[config.mk]
export PLATFORM = sky130hd
export DESIGN_NAME = ex_alu_unit
export DESIGN_NICKNAME = d
export VERILOG_FILES = /design/src/rtl/alu_pkg.sv /design/src/rtl/alu_mul_iter.sv /design/src/rtl/ex_alu_unit.sv
export SDC_FILE = /design/constraint.sdc
export NUM_CORES = 1
export LEC_CHECK = 0
export ABC_AREA = 1
export CAP_MARGIN = 10
export CORE_UTILIZATION = 45
export CTS_CLUSTER_SIZE = 20
export DETAILED_ROUTE_END_ITERATION = 8
export PLACE_DENSITY = 0.68
export SLEW_MARGIN = 10
export SYNTH_ARGS = -nofsm -noshare
export SYNTH_HDL_FRONTEND = slang
export SYNTH_SLANG_ARGS = --single-unit
[constraint.sdc]
create_clock -name clk -period 4.1 [get_ports clk]
set_input_delay 0.41 -clock clk [delete_from_list [all_inputs] [get_ports clk]]
set_output_delay 0.41 -clock clk [all_outputs]
set_load 0.05 [all_outputs]
[src/rtl/alu_pkg.sv]
`default_nettype none
// alu_pkg: ALU control codes, controller state encoding and default datapath width.
// Rev 1.0
package alu_pkg;

  localparam int DEFAULT_WIDTH = 32;

  localparam logic [3:0] ALU_AND     = 4'b0000;
  localparam logic [3:0] ALU_OR      = 4'b0001;
  localparam logic [3:0] ALU_ADD     = 4'b0010;
  localparam logic [3:0] ALU_SUB     = 4'b0110;
  localparam logic [3:0] ALU_SLT     = 4'b0111;
  localparam logic [3:0] ALU_MUL     = 4'b1000;
  localparam logic [3:0] ALU_ILLEGAL = 4'b1111;

  typedef enum logic [1:0] {
    ST_IDLE = 2'd0,
    ST_MUL  = 2'd1,
    ST_HOLD = 2'd2
  } state_t;

endpackage
`default_nettype wire

[src/rtl/alu_mul_iter.sv]
`default_nettype none
// alu_mul_iter: shift-add multiplier, one partial product per cycle, WIDTH cycles per product.
// Rev 1.0
module alu_mul_iter import alu_pkg::*; #(
  parameter int WIDTH = DEFAULT_WIDTH
) (
  input  logic             clk,
  input  logic             reset,
  input  logic             start,
  input  logic             kill,
  input  logic [WIDTH-1:0] op_a,
  input  logic [WIDTH-1:0] op_b,
  output logic             done,
  output logic [WIDTH-1:0] product
);

  localparam int CW = $clog2(WIDTH);
  localparam logic [CW-1:0] LAST = CW'(WIDTH - 1);

  logic [WIDTH-1:0] mcand;
  logic [WIDTH-1:0] mplier;
  logic [WIDTH-1:0] acc;
  logic [WIDTH-1:0] acc_next;
  logic [CW-1:0]    count;
  logic             active;

  // The final step's sum is exposed directly so the caller registers it on the same edge.
  assign acc_next = acc + (mplier[0] ? mcand : '0);
  assign done     = active && (count == LAST);
  assign product  = acc_next;

  always_ff @(posedge clk or posedge reset) begin
    if (reset) begin
      mcand  <= '0;
      mplier <= '0;
      acc    <= '0;
      count  <= '0;
      active <= 1'b0;
    end else if (kill) begin
      count  <= '0;
      active <= 1'b0;
    end else if (start) begin
      mcand  <= op_a;
      mplier <= op_b;
      acc    <= '0;
      count  <= '0;
      active <= 1'b1;
    end else if (active) begin
      acc    <= acc_next;
      mcand  <= mcand << 1;
      mplier <= mplier >> 1;
      if (done) begin
        count  <= '0;
        active <= 1'b0;
      end else begin
        count <= count + 1'b1;
      end
    end
  end

endmodule
`default_nettype wire

[src/rtl/ex_alu_unit.sv]
`default_nettype none
// ex_alu_unit: execute-stage ALU with valid/ready handshake and an iterative multiplier.
// Rev 1.0
module ex_alu_unit import alu_pkg::*; #(
  parameter int WIDTH  = DEFAULT_WIDTH,
  parameter int MUL_EN = 1
) (
  input  logic             clk,
  input  logic             reset,
  input  logic             in_valid,
  output logic             in_ready,
  input  logic [3:0]       alu_control,
  input  logic [WIDTH-1:0] src_a,
  input  logic [WIDTH-1:0] src_b,
  input  logic             flush,
  output logic             out_valid,
  input  logic             out_ready,
  output logic [WIDTH-1:0] result,
  output logic             zero,
  output logic             illegal_op,
  output logic             busy
);

  state_t           state;
  logic             accept;
  logic             legal;
  logic             is_mul;
  logic             mul_done;
  logic [WIDTH-1:0] alu_res;
  logic [WIDTH-1:0] product;

  assign in_ready = (state == ST_IDLE) && !flush && (!out_valid || out_ready);
  assign accept   = in_valid && in_ready;
  assign busy     = (state == ST_MUL);
  assign is_mul   = legal && (alu_control == ALU_MUL);

  always_comb begin
    alu_res = '0;
    legal   = 1'b1;
    case (alu_control)
      ALU_AND: alu_res = src_a & src_b;
      ALU_OR:  alu_res = src_a | src_b;
      ALU_ADD: alu_res = src_a + src_b;
      ALU_SUB: alu_res = src_a - src_b;
      ALU_SLT: alu_res = {{(WIDTH-1){1'b0}}, ($signed(src_a) < $signed(src_b))};
      ALU_MUL: legal   = (MUL_EN != 0);
      default: legal   = 1'b0;
    endcase
  end

  generate
    if (MUL_EN != 0) begin : g_mul
      alu_mul_iter #(.WIDTH(WIDTH)) u_mul (
        .clk     (clk),
        .reset   (reset),
        .start   (accept && is_mul),
        .kill    (flush),
        .op_a    (src_a),
        .op_b    (src_b),
        .done    (mul_done),
        .product (product)
      );
    end else begin : g_no_mul
      assign mul_done = 1'b0;
      assign product  = '0;
    end
  endgenerate

  // Flush abandons work but leaves the last result visible on the datapath outputs.
  always_ff @(posedge clk or posedge reset) begin
    if (reset) begin
      state      <= ST_IDLE;
      out_valid  <= 1'b0;
      result     <= '0;
      zero       <= 1'b0;
      illegal_op <= 1'b0;
    end else if (flush) begin
      state     <= ST_IDLE;
      out_valid <= 1'b0;
    end else begin
      case (state)
        ST_IDLE: begin
          if (accept) begin
            if (is_mul) begin
              state     <= ST_MUL;
              out_valid <= 1'b0;
            end else begin
              out_valid  <= 1'b1;
              result     <= alu_res;
              zero       <= (alu_res == '0);
              illegal_op <= !legal;
            end
          end else if (out_valid && out_ready) begin
            out_valid <= 1'b0;
          end else if (out_valid) begin
            state <= ST_HOLD;
          end
        end
        ST_MUL: begin
          if (mul_done) begin
            state      <= ST_IDLE;
            out_valid  <= 1'b1;
            result     <= product;
            zero       <= (product == '0);
            illegal_op <= 1'b0;
          end
        end
        ST_HOLD: begin
          if (out_ready) begin
            state     <= ST_IDLE;
            out_valid <= 1'b0;
          end
        end
        default: state <= ST_IDLE;
      endcase
    end
  end

endmodule
`default_nettype wire
==> out/results.txt, run 1 <==
Synth top area share - 23.68%
Worst Path Max Fanout - 18
Chip Height - 182.7 um
TritonCTS clock tree - yes
clock share of power - 24.2%
largest cells by area after synthesis - dfrtp_1 (24%), nand2_1 (21%), ha_1 (12%), inv_1 (9.9%), nor2_1 (6.5%)
buffer depth of the longest clock path - 2
syn_area_per_cell - 5.979 um2
max_cap viols - 0
first-pass GRT wire length - 83,050 um
Root Buffer - clkbuf_16
Achievable Freq - 290.3 MHz
layout cells sized above 1 - 3.083%
P_sw - 3188 uW
# DRC - 0
Period minus WS final - 3.444 ns
Core Footprint - 31,800 um2
DIE AREA - 33,370 um2
GP Congestion - 1.008
PwrDens - 416.9 nW/um2
WS Path Type - flip-flop to flip-flop
Detailed Route Iter0 Violations - 1,639
fin. max-slew vios - 0
GRT Total Usage - 32.37%
most instantiated cells after synthesis - nand2_1 (805), inv_1 (389), nor2_1 (255)
CTS resizes - 0
IO Pins - 110
largest net degree at the start of global routing - 140
CTS Sinks - 139
Final Instance Area - 16,720 um2
RSZ-0062 raised after global routing - false
final wirelength - 53,060 um
Distinct cells, synth - 43
vias in the first global route - 14,820
hold buffer count at cts - 0
Startpoint Class - flip-flop
Worst Path Required - 4.49 ns
Worst Hold Depth - 2
final setup fails - 0
Post-synth top flop - dfrtp_1
r2r worst-path depth - 18
ant diodes - 0
Cell Area, Placed - 16,110 um2
Worst-path clk slew - 0.07 ns
FFs w/ async S/R, synth - 100.0%
top cell type by total area after synthesis - dfrtp_1
Relative slew margins - 24.09%
DR pass1 iterations - 6
Hold Startpoint - result[0]$_DFFE_PP0P_
final worst-path cycle share - 84.01%
Final Hold Viols - 0
CTS buffer count - 17
port bufs - 109
part of the power in combinational logic - 45.9%
initial antenna violation count - 0
Crit path arrival time - 3.84 ns
num rows - 65
most frequent cell after synthesis - nand2_1
via count - 16,000
synthesized cell area - 14,690 um2
switching part of the total power - 45.75%
total leakage power - 0.009066 uW
Flop pwr share - 29.9%
Post-CTS Repair Setup Buffers - 0
r2r endpoint - zero$_DFFE_PP0P_
critical path endpoint category - flip-flop
Layout Nets - 2,732
YS warnings - 0
worst vdd ir - 0.3199 mV
Setup Skew - 0.01785 ns
Synth-to-Final Area Change - 13.78%
Post-DP HPWL - 41,660 um
FF+latch count, synth - 139
grt total ovfl - 0
number of routed nets with antenna violations - 0
outcome - complete, no violations
Die W - 182.7 um
worst skew pair latency - 0.46 ns
Initial Util - 46.20%
Worst Tran Pin Value - 1.137 ns
drt wl/cell - 17.90 um
Post-synth EDFFs - 0
design internal power - 3781 uW
Setup TNS Final - 0 ns
Hold Path Class - flip-flop to flip-flop
Worst Hold Path EP - result[0]$_DFFE_PP0P_
syn nets - 2,672
RR Startpoint - g_mul.u_mul.mplier[0]$_DFFE_PP0P_
Seq/Total Area, Yosys - 23.68%
Post-Syn Instances - 2,457
flop2flop setup slack - 0.66 ns
drt via density - 5.395
H-tree depth - 4
[cells in the final DEF (no fill, tap or decap), types with 14 or more instances in the layout]
master           count
nand2_1            805
inv_1              388
nor2_1             254
nand3_1            179
ha_1               139
dfrtp_1            139
o21ai_0            133
clkdlybuf4s50_1    109
a21oi_1             94
a31oi_1             42
o22ai_1             27
o21ai_1             27
buf_4               20
nand4_1             18
nor3_1              17
clkbuf_16           17
a22o_1              14
[state kept, by name, summed over array words and instances (netlist names)]
register	cells
result	32
out_valid	1
g_mul.u_mul.acc	32
state	2
g_mul.u_mul.count	5
g_mul.u_mul.mcand	32
illegal_op	1
zero	1
g_mul.u_mul.mplier	32
g_mul.u_mul.active	1
[per-stage QoR]
| stage | total power [uW] | setup slack (ns) | utilization [%] | cells | hold WS [ns] |
|---|---|---|---|---|---|
| after floorplan | 4221 | 1.329 | - | 2457 | 0.4534 |
| after global placement | 5223 | 0.3994 | 50.66 | 2933 | 0.4630 |
| after detailed placement | 5263 | 0.3724 | 50.66 | 2933 | 0.4720 |
| after CTS | 6977 | 0.7331 | 52.57 | 2965 | 0.4896 |
| after global routing | 7437 | 0.4294 | 52.57 | 2965 | 0.5136 |
| final | 6969 | 0.6558 | 52.57 | 2965 | 0.4821 |
[metal layers]
layer	GRT usage, %	share of wire (%)
met1	47.25	47
met5	0	0
met4	8.336	1.9
met2	50.81	44
met3	3.113	6.7
[worst max-delay path by stage]
stage                                      startpoint  cells past startpoint                             end  slack, ns
floorplan                        state[0]$_DFFE_PP0P_                     12  g_mul.u_mul.acc[2]$_DFFE_PP0P_       1.33
finish              g_mul.u_mul.mplier[0]$_DFFE_PP0P_                     18                zero$_DFFE_PP0P_       0.66
CTS                 g_mul.u_mul.mplier[0]$_DFFE_PP0P_                     18                zero$_DFFE_PP0P_       0.73
global route        g_mul.u_mul.mplier[0]$_DFFE_PP0P_                     18                zero$_DFFE_PP0P_       0.43
global placement                             src_b[0]                     20                zero$_DFFE_PP0P_       0.40
detailed placement                           src_b[0]                     20                zero$_DFFE_PP0P_       0.37
[kinds of logic after synthesis]
group | share of synthesized area, %
muxes | 0.06813
AOI/OAI and AO/OA | 13.79
xor gates and xnor gates | 1.252
and+or+nand+nor | 36.10
buffers and inverters | 12.87
adders and majority gates | 12.25
DFF | 23.68
[power by group through the flow]
stage | clock network, uW | registers (uW) | logic, uW
floorplan | 0 | 2460 | 1760
global placement | 0 | 2090 | 3130
detailed placement | 0 | 2100 | 3160
CTS | 1720 | 2080 | 3180
global route | 1760 | 2130 | 3540
finish | 1690 | 2080 | 3200
[area by class of cell]
type / instances / area (um2)
Inverter: 397 / 1494
Clock inverter: 14 / 178.9
Clock buffer: 18 / 429.2
Timing Repair Buffer: 130 / 1261
Tap cell: 435 / 544.3
Sequential cell: 139 / 3478
Fill cell: 3314 / 15080
Multi-Input combinational cell: 1832 / 9330
[critical path: stages, from the launching register on]
cell	delay, ns
dfrtp_1	0.56
buf_4	0.30
nand2_1	0.09
inv_1	0.04
ha_1	0.35
nand2_1	0.14
inv_1	0.08
nand2_1	0.10
nor3_1	0.45
nand4_1	0.25
nand3_1	0.21
xor2_1	0.13
nor2_1	0.14
nand3_1	0.07
nor2_1	0.15
nand4_1	0.12
nand2_1	0.10
nand2_1	0.05
nand2_1	0.06
(Power assumes the default switching activity.)
==> run 2: changes to the inputs <==
Settings changed: PLACE_DENSITY 0.68 to 0.66.
Clock period 4.1 ns to 3.4 ns, I/O delays scaled along.
==> out/results.txt, run 2 (synthesis gave the netlist of run 1 again) <==
initial antenna violation count - 1
buffer depth of the longest clock path - 2
# DRC - 0
IO Pins - 110
Core Footprint - 31,800 um2
via count - 16,510
Die W - 182.7 um
Relative slew margins - 55.03%
Synth-to-Final Area Change - 22.64%
CTS resizes - 0
drt via density - 5.282
Flop pwr share - 28.4%
worst vdd ir - 0.3775 mV
Setup TNS Final - 0 ns
Post-CTS Repair Setup Buffers - 0
Worst Path Required - 3.80 ns
Hold Path Class - input pin to asynchronous set/reset pin
P_sw - 3924 uW
Startpoint Class - flip-flop
clock share of power - 23.7%
most frequent cells in the layout - nand2_1 (805), inv_1 (388), nor2_1 (254)
grt total ovfl - 0
first-pass GRT wire length - 86,380 um
DIE AREA - 33,370 um2
Root Buffer - clkbuf_16
Layout Nets - 2,892
final wirelength - 54,830 um
largest net degree at the start of global routing - 93
Final Hold Viols - 0
design internal power - 4829 uW
TritonCTS clock tree - yes
GRT Total Usage - 33.75%
Achievable Freq - 319.1 MHz
Worst Tran Pin Value - 0.6731 ns
WHS - 0.3353 ns
drt wl/cell - 17.54 um
Cell Area, Placed - 17,400 um2
fin. max-slew vios - 0
Initial Util - 46.20%
final setup fails - 0
Worst-path clk slew - 0.08 ns
Setup Skew - 0.01479 ns
vias in the first global route - 15,700
GP Congestion - 1.001
layout cells sized above 1 - 8.885%
switching part of the total power - 44.83%
DR pass1 iterations - 5
worst skew pair latency - 0.46 ns
Final Instance Area - 18,020 um2
Post-DP HPWL - 44,180 um
WS Path Type - flip-flop to flip-flop
CTS Sinks - 139
max_cap viols - 0
RSZ-0062 raised after global routing - false
number of routed nets with antenna violations - 0
H-tree depth - 4
Detailed Route Iter0 Violations - 1,388
hold buffer count at cts - 0
Crit path arrival time - 3.53 ns
Period minus WS final - 3.134 ns
Worst Path Max Fanout - 32
CTS buffer count - 17
final worst-path cycle share - 92.17%
total power - 8753 uW
Chip Height - 182.7 um
outcome - complete, no violations
part of the power in combinational logic - 47.9%
num rows - 65
port bufs - 109
PwrDens - 485.8 nW/um2
critical path endpoint category - flip-flop
total leakage power - 0.009890 uW
commonest non-fill, non-tap cell in the layout - nand2_1
==> run 2: area by class of cell <==
| cell class | instances | area [um2] |
|---|---|---|
| repair buffers | 290 | 2550 |
| inverters | 397 | 1494 |
| clock inverters | 14 | 178.9 |
| fillers | 3228 | 13780 |
| flip-flops and latches | 139 | 3478 |
| well taps | 435 | 544.3 |
| multi-input cells | 1832 | 9330 |
| diodes | 1 | 2.502 |
| clock buffers | 18 | 439.2 |
==> run 2: power groups by stage <==
stage                     clock, uW  sequential (uW)  combinational [uW]
final                          2070             2480                4190
after global routing           2160             2540                4620
after CTS                      2110             2480                4170
after detailed placement          0             2500                4150
after global placement            0             2490                4120
after floorplan                   0             2960                2130
==> run 2: stage by stage <==
stage	util, %	std cells	setup WS [ns]
final	56.66	3126	0.2663
after global routing	56.65	3125	0.02647
after CTS	56.65	3125	0.3131
after detailed placement	54.71	3093	-0.07831
after global placement	54.71	3093	-0.05545
after floorplan	-	2457	0.6285
==> run 2: path summary, 6_finish.rpt <==
check | from | end | slack [ns] | cells past startpoint
worst max register to register | g_mul.u_mul.mplier[0]$_DFFE_PP0P_ | zero$_DFFE_PP0P_ | 0.27 | 19
max in group asynchronous | reset | g_mul.u_mul.mplier[17]$_DFFE_PP0P_ | 2.34 | 3
min in group clk | result[22]$_DFFE_PP0P_ | result[22]$_DFFE_PP0P_ | 0.48 | 2
worst min register to register | result[22]$_DFFE_PP0P_ | result[22]$_DFFE_PP0P_ | 0.48 | 2
worst min-delay path | reset | out_valid$_DFFE_PP0P_ | 0.34 | 2
worst max-delay path | g_mul.u_mul.mplier[0]$_DFFE_PP0P_ | zero$_DFFE_PP0P_ | 0.27 | 19
==> run 2: metal layers <==
layer / global-route usage [%] / part of all wire, % / up-vias / wire [um]
met2: 54.27 / 45 / 566 / 24770
met5: 0 / 0.024 / - / 13
li1: - / - / 8172 / -
met3: 4.550 / 6.4 / 76 / 3489
met1: 47.17 / 46 / 7697 / 25400
met4: 9.277 / 2.1 / 2 / 1163
==> run 2: critical path, stage by stage, from the launching register on <==
cell and delay [ns]:
dfrtp_1 0.41, buf_12 0.18, nand2_1 0.08, inv_1 0.07
ha_1 0.34, nand2_1 0.10, inv_1 0.06, a21oi_1 0.19
nand2_1 0.14, nand3_1 0.09, nand2_1 0.21, nand2_1 0.13
nand2_1 0.11, xnor2_1 0.29, nand3_1 0.13, nor2_1 0.15
nand4_1 0.18, nand2_1 0.11, nand2_1 0.05, nand2_1 0.06
